$ cat src/rtl/uart_apb_master.sv
// APB3 initiator for a CoreUARTapb-style UART: programs CTRL1/CTRL2, then polls STATUS
// and moves bytes between the UART and valid/ready streams. Optional: UART_APB_MASTER_TIMEOUT_EN.
module uart_apb_master #(
  parameter logic [12:0] BAUD_VAL   = 13'd1,
  parameter bit          DATA8      = 1'b1,
  parameter bit          PARITY_EN  = 1'b0,
  parameter bit          PARITY_ODD = 1'b0,
  parameter logic [4:0]  A_TXDATA   = 5'h00,
  parameter logic [4:0]  A_RXDATA   = 5'h04,
  parameter logic [4:0]  A_CTRL1    = 5'h08,
  parameter logic [4:0]  A_CTRL2    = 5'h0C,
  parameter logic [4:0]  A_STATUS   = 5'h10
) (
  input  logic       PCLK,
  input  logic       PRESET,
  output logic       PSEL,
  output logic       PENABLE,
  output logic       PWRITE,
  output logic [4:0] PADDR,
  output logic [7:0] PWDATA,
  input  logic [7:0] PRDATA,
  input  logic       PREADY,
  input  logic       PSLVERR,
  input  logic [7:0] tx_data,
  input  logic       tx_valid,
  output logic       tx_ready,
  output logic [7:0] rx_data,
  output logic       rx_valid,
  input  logic       rx_ready,
  output logic [3:0] err_flags,
  input  logic       err_clr,
  output logic       cfg_done
);

  localparam logic [7:0] CTRL1_VAL = BAUD_VAL[7:0];
  localparam logic [7:0] CTRL2_VAL = {BAUD_VAL[12:8], PARITY_ODD, PARITY_EN, DATA8};

  typedef enum logic [2:0] {ST_CFG1, ST_CFG2, ST_STAT, ST_RXRD, ST_TXWR} state_e;
  typedef enum logic [1:0] {PH_IDLE, PH_SETUP, PH_ACCESS} phase_e;

  state_e     state_q, state_d, tgt;
  phase_e     phase_q, phase_d;
  logic [4:0] paddr_q, paddr_d;
  logic       pwrite_q, pwrite_d;
  logic [7:0] pwdata_q, pwdata_d;
  logic [7:0] rx_data_q, rx_data_d;
  logic       rx_valid_q, rx_valid_d;
  logic [3:0] err_q, err_d;
  logic       cfg_done_q, cfg_done_d;
  logic       complete, to_hit, launch;

  assign complete = (phase_q == PH_ACCESS) && PREADY;

`ifdef UART_APB_MASTER_TIMEOUT_EN
  logic [7:0] to_cnt_q, to_cnt_d;

  always_comb begin
    to_cnt_d = to_cnt_q;
    if (phase_q == PH_SETUP)
      to_cnt_d = '0;
    else if (phase_q == PH_ACCESS && !PREADY)
      to_cnt_d = to_cnt_q + 8'd1;
  end

  always_ff @(posedge PCLK) begin
    if (PRESET) to_cnt_q <= '0;
    else        to_cnt_q <= to_cnt_d;
  end

  // Counter reads 254 during the 255th stalled ACCESS cycle.
  assign to_hit = (phase_q == PH_ACCESS) && !PREADY && (to_cnt_q == 8'd254);
`else
  assign to_hit = 1'b0;
`endif

  always_comb begin
    state_d    = state_q;
    phase_d    = phase_q;
    paddr_d    = paddr_q;
    pwrite_d   = pwrite_q;
    pwdata_d   = pwdata_q;
    rx_data_d  = rx_data_q;
    rx_valid_d = rx_valid_q;
    err_d      = err_clr ? '0 : err_q;
    cfg_done_d = cfg_done_q;
    launch     = 1'b0;
    tgt        = state_q;

    if (rx_valid_q && rx_ready) rx_valid_d = 1'b0;

    case (phase_q)
      PH_IDLE:  launch = 1'b1;
      PH_SETUP: phase_d = PH_ACCESS;
      PH_ACCESS: begin
        if (complete) begin
          launch = 1'b1;
          if (PSLVERR) err_d[3] = 1'b1;
          case (state_q)
            ST_CFG1: tgt = ST_CFG2;
            ST_CFG2: begin
              tgt        = ST_STAT;
              cfg_done_d = 1'b1;
            end
            ST_STAT: begin
              err_d[2:0] = err_d[2:0] | PRDATA[4:2];
              if (PRDATA[1] && !rx_valid_q)  tgt = ST_RXRD;
              else if (PRDATA[0] && tx_valid) tgt = ST_TXWR;
              else                            tgt = ST_STAT;
            end
            ST_RXRD: begin
              rx_data_d  = PRDATA;
              rx_valid_d = 1'b1;
              tgt        = ST_STAT;
            end
            default: tgt = ST_STAT;
          endcase
        end else if (to_hit) begin
          // Abandoned transfer: one cycle with PSEL low, then IDLE relaunches state_d.
          err_d[3] = 1'b1;
          phase_d  = PH_IDLE;
          state_d  = (state_q == ST_CFG1 || state_q == ST_CFG2) ? ST_CFG1 : ST_STAT;
        end
      end
      default: phase_d = PH_IDLE;
    endcase

    if (launch) begin
      state_d = tgt;
      phase_d = PH_SETUP;
      case (tgt)
        ST_CFG1: begin paddr_d = A_CTRL1;  pwrite_d = 1'b1; pwdata_d = CTRL1_VAL; end
        ST_CFG2: begin paddr_d = A_CTRL2;  pwrite_d = 1'b1; pwdata_d = CTRL2_VAL; end
        ST_STAT: begin paddr_d = A_STATUS; pwrite_d = 1'b0; pwdata_d = '0;        end
        ST_RXRD: begin paddr_d = A_RXDATA; pwrite_d = 1'b0; pwdata_d = '0;        end
        default: begin paddr_d = A_TXDATA; pwrite_d = 1'b1; pwdata_d = tx_data;   end
      endcase
    end
  end

  always_ff @(posedge PCLK) begin
    if (PRESET) begin
      state_q    <= ST_CFG1;
      phase_q    <= PH_IDLE;
      paddr_q    <= '0;
      pwrite_q   <= 1'b0;
      pwdata_q   <= '0;
      rx_data_q  <= '0;
      rx_valid_q <= 1'b0;
      err_q      <= '0;
      cfg_done_q <= 1'b0;
    end else begin
      state_q    <= state_d;
      phase_q    <= phase_d;
      paddr_q    <= paddr_d;
      pwrite_q   <= pwrite_d;
      pwdata_q   <= pwdata_d;
      rx_data_q  <= rx_data_d;
      rx_valid_q <= rx_valid_d;
      err_q      <= err_d;
      cfg_done_q <= cfg_done_d;
    end
  end

  assign PSEL      = (phase_q != PH_IDLE);
  assign PENABLE   = (phase_q == PH_ACCESS);
  assign PWRITE    = pwrite_q;
  assign PADDR     = paddr_q;
  assign PWDATA    = pwdata_q;
  assign tx_ready  = complete && (state_q == ST_TXWR) && !PRESET;
  assign rx_data   = rx_data_q;
  assign rx_valid  = rx_valid_q;
  assign err_flags = err_q;
  assign cfg_done  = cfg_done_q;

endmodule

$ cat config.mk
export PLATFORM = sky130hd
export DESIGN_NAME = uart_apb_master
export DESIGN_NICKNAME = d
export VERILOG_FILES = /design/src/rtl/uart_apb_master.sv
export SDC_FILE = /design/constraint.sdc
export NUM_CORES = 1
export LEC_CHECK = 0
export CAP_MARGIN = 20
export CORE_UTILIZATION = 41
export DETAILED_ROUTE_END_ITERATION = 12
export PLACE_DENSITY_LB_ADDON = 0.2
export SETUP_SLACK_MARGIN = 0.2
export SKIP_LAST_GASP = 1
export SYNTH_ARGS = -nofsm -noshare
export SYNTH_HDL_FRONTEND = slang
export SYNTH_SLANG_ARGS = --single-unit
$ cat constraint.sdc
create_clock -name PCLK -period 1.8 [get_ports PCLK]
set_input_delay 0.36 -clock PCLK [delete_from_list [all_inputs] [get_ports PCLK]]
set_output_delay 0.36 -clock PCLK [all_outputs]
set_load 0.01 [all_outputs]
==> run metrics <==
CTS root buf clkbuf_4; FFs w/ async S/R, synth 0; Fin Clk Skew 7.928 ps; critical path cell sequence clkdlybuf4s50_1; Die ar. 3286 µm²; crit path time final 1556 ps; TritonCTS buffer count 5; initial antenna violation count 0; total of max-cap violations 0; vias in the first global route 1194; Top delay family on crit path buffers and inverters; Post-CTS Hold Fix Bufs 0; CP peak stage delay 540 ps; crit path DAT 1200 ps; # IOs 54; synth warn 0; Yosys cell types 33; Yosys top cell area share 0.4945; worst vdd ir 0.5898 mV; First-pass DRT Iterations 9; Fillers 218; Die X 57.33 µm; HPWL after DPL 2225 µm; FF+latch count, synth 31; element type at the critical path end output port; ys flop type dfxtp_1; fin crit share 0.8646; routability cong. 0.7587; type of origin of the critical path flip-flop; slowest cell on the critical path clkdlybuf4s50_1; Final ANT Viol Nets 0; Initial Utilization 0.4436; Syn-to-layout area delta 63.71%; largest area contributor in the netlist dfxtp_1; failing checks DRC; Post-synth EDFFs 0; Syn Std Cell Area 1255 µm²; setup_tns 0 ps; Leak Pwr 1.250 nW; pin count of the biggest net entering global routing 32; Pwr Density 692.2 nW/µm²; fraction of layout cells with a size suffix above 1 0.2212; via count 1228; leading cell types in the layout, fill and taps excluded 29 x dfxtp_1, 24 x clkdlybuf4s50_1, 23 x dlymetal6s2s_1; WL final 3148 µm; average cell area after synthesis 9.296 µm²; Final Hold Vio Count 0; CP Class flip-flop to output port; via-per-instance ratio 5.138; clk sinks 31; GRT overflow 0; # diodes 0; WL/cell 13.17 µm; sequential share of the synthesized area 0.4945; initial DRC count 30; DRC errors left 4; core area 2829 µm²; Layout Nets 230; std cell rows 19; most common cell after layout, fill and taps aside dfxtp_1; Area contributors post-synth dfxtp_1 49%, mux2i_1 7.2%, nor2_1 6.0%, a21oi_1 4.4%, nand3_1 4.0%; first-pass GRT wire length 5009 µm; Max FO, Critical Path 2; CTS tree built; Gate Count Post-Synth 135; status finished with violations; Hold WS 355.3 ps; Fmax 642.5 MHz; unrepaired setup endpoints after global routing true; Hold Path Class primary input to flip-flop; Max Slew Vio Count 0; H-Tree Depth 2; Die Y 57.33 µm; setup violators final 0; GRT Overall Usage 0.1994; buffers and inverters on the worst path 1; clk slew on worst S/H paths 80 ps; deepest clock path buffer count 2; worst skew pair latency 320 ps; I/O Buffers 51; CP Data Required Time 1440 ps
## through the flow
stage          total power, W  cells    util  cell area (µm²)  worst slack, ps
3_5_place_dp         0.001044    228  0.6648             1881           -346.3
5_1_grt              0.001493    239  0.7262             2054            163.5
2_1_floorplan       0.0008862    136       -             1259            270.9
3_3_place_gp         0.001035    228  0.6648             1881           -327.4
4_1_cts              0.001417    237  0.6851             1938            199.6
6_report             0.001422    239  0.7262             2054            243.7
## synth_stat cells (3+ instances only)
cell type,number
nand2b_1,4
mux2i_1,9
dfxtp_1,31
nand3_1,10
a21oi_1,11
nand2_1,11
a211oi_1,3
a22oi_1,6
nor2_1,20
## path summary, 6_finish.rpt
check / startpoint / to / slack [ps] / cells after the start
worst max-delay path: PADDR[3]$_SDFFE_PP0P_ / PADDR[3] / 240 / 1
worst min-delay path: PRDATA[1] / rx_data[1]$_SDFFE_PP0P_ / 360 / 3
worst max register to register: phase_q[1]$_SDFFE_PP0N_ / PWDATA[7]$_SDFFE_PP0P_ / 260 / 8
worst min register to register: PWDATA[1]$_SDFFE_PP0P_ / PWDATA[1]$_SDFFE_PP0P_ / 460 / 2
## layer usage
metal | global-route usage | vias up | part of all wire | wire length [µm]
li1 | - | 617 | - | -
met1 | 0.2429 | 573 | 0.44 | 1397
met2 | 0.3328 | 33 | 0.50 | 1566
met3 | 0.04762 | 5 | 0.044 | 140
met4 | 0.09408 | 0 | 0.014 | 44
met5 | 0 | - | 0 | 0
## kinds of logic (layout without fill, tap and decap cells)
logic type,count (synthesis),after routing,synth area share
other,1,2,0.002988
buffers and inverters,12,84,0.06480
muxes,10,10,0.08076
AOI/OAI and AO/OA,26,26,0.1326
DFF,31,31,0.4945
and+or+nand+nor,55,55,0.2243
## state kept, by name, summed over array words and instances (netlist names)
name	flops
state_q	3
rx_valid	1
PWRITE	1
err_flags	4
cfg_done	1
phase_q	2
PWDATA	8
PADDR	3
rx_data	8
## timing repair
action	CTS	global route
buffers inserted	1	2
gates resized for setup	18	32
endpoints found under the setup margin	18	32
pin swaps	0	5
## report_power, final
group	switching [W]	total, W	internal [W]	leakage, nW
sequential	0.0000178	0.000734	0.000716	0.253
clock	0.000222	0.000374	0.000152	0.0293
combinational	0.000139	0.000314	0.000176	0.968
total	0.000379	0.00142	0.00104	1.25
## tightest hold or removal path, stage by stage
cell and delay (ps):
dlymetal6s2s_1 110, mux2i_1 80, nor2_1 80
## layout make-up
cell class / instances / area (µm²) / share of cell area
Timing Repair Buffer: 73 / 734.5 / 0.3575
Tap cell: 31 / 38.79 / 0.01888
Multi-Input combinational cell: 93 / 596.8 / 0.2905
Clock inverter: 1 / 5.005 / 0.002436
Sequential cell: 31 / 623.1 / 0.3033
Inverter: 3 / 11.26 / 0.005481
Clock buffer: 7 / 45.04 / 0.02192
(Power assumes the default switching activity.)
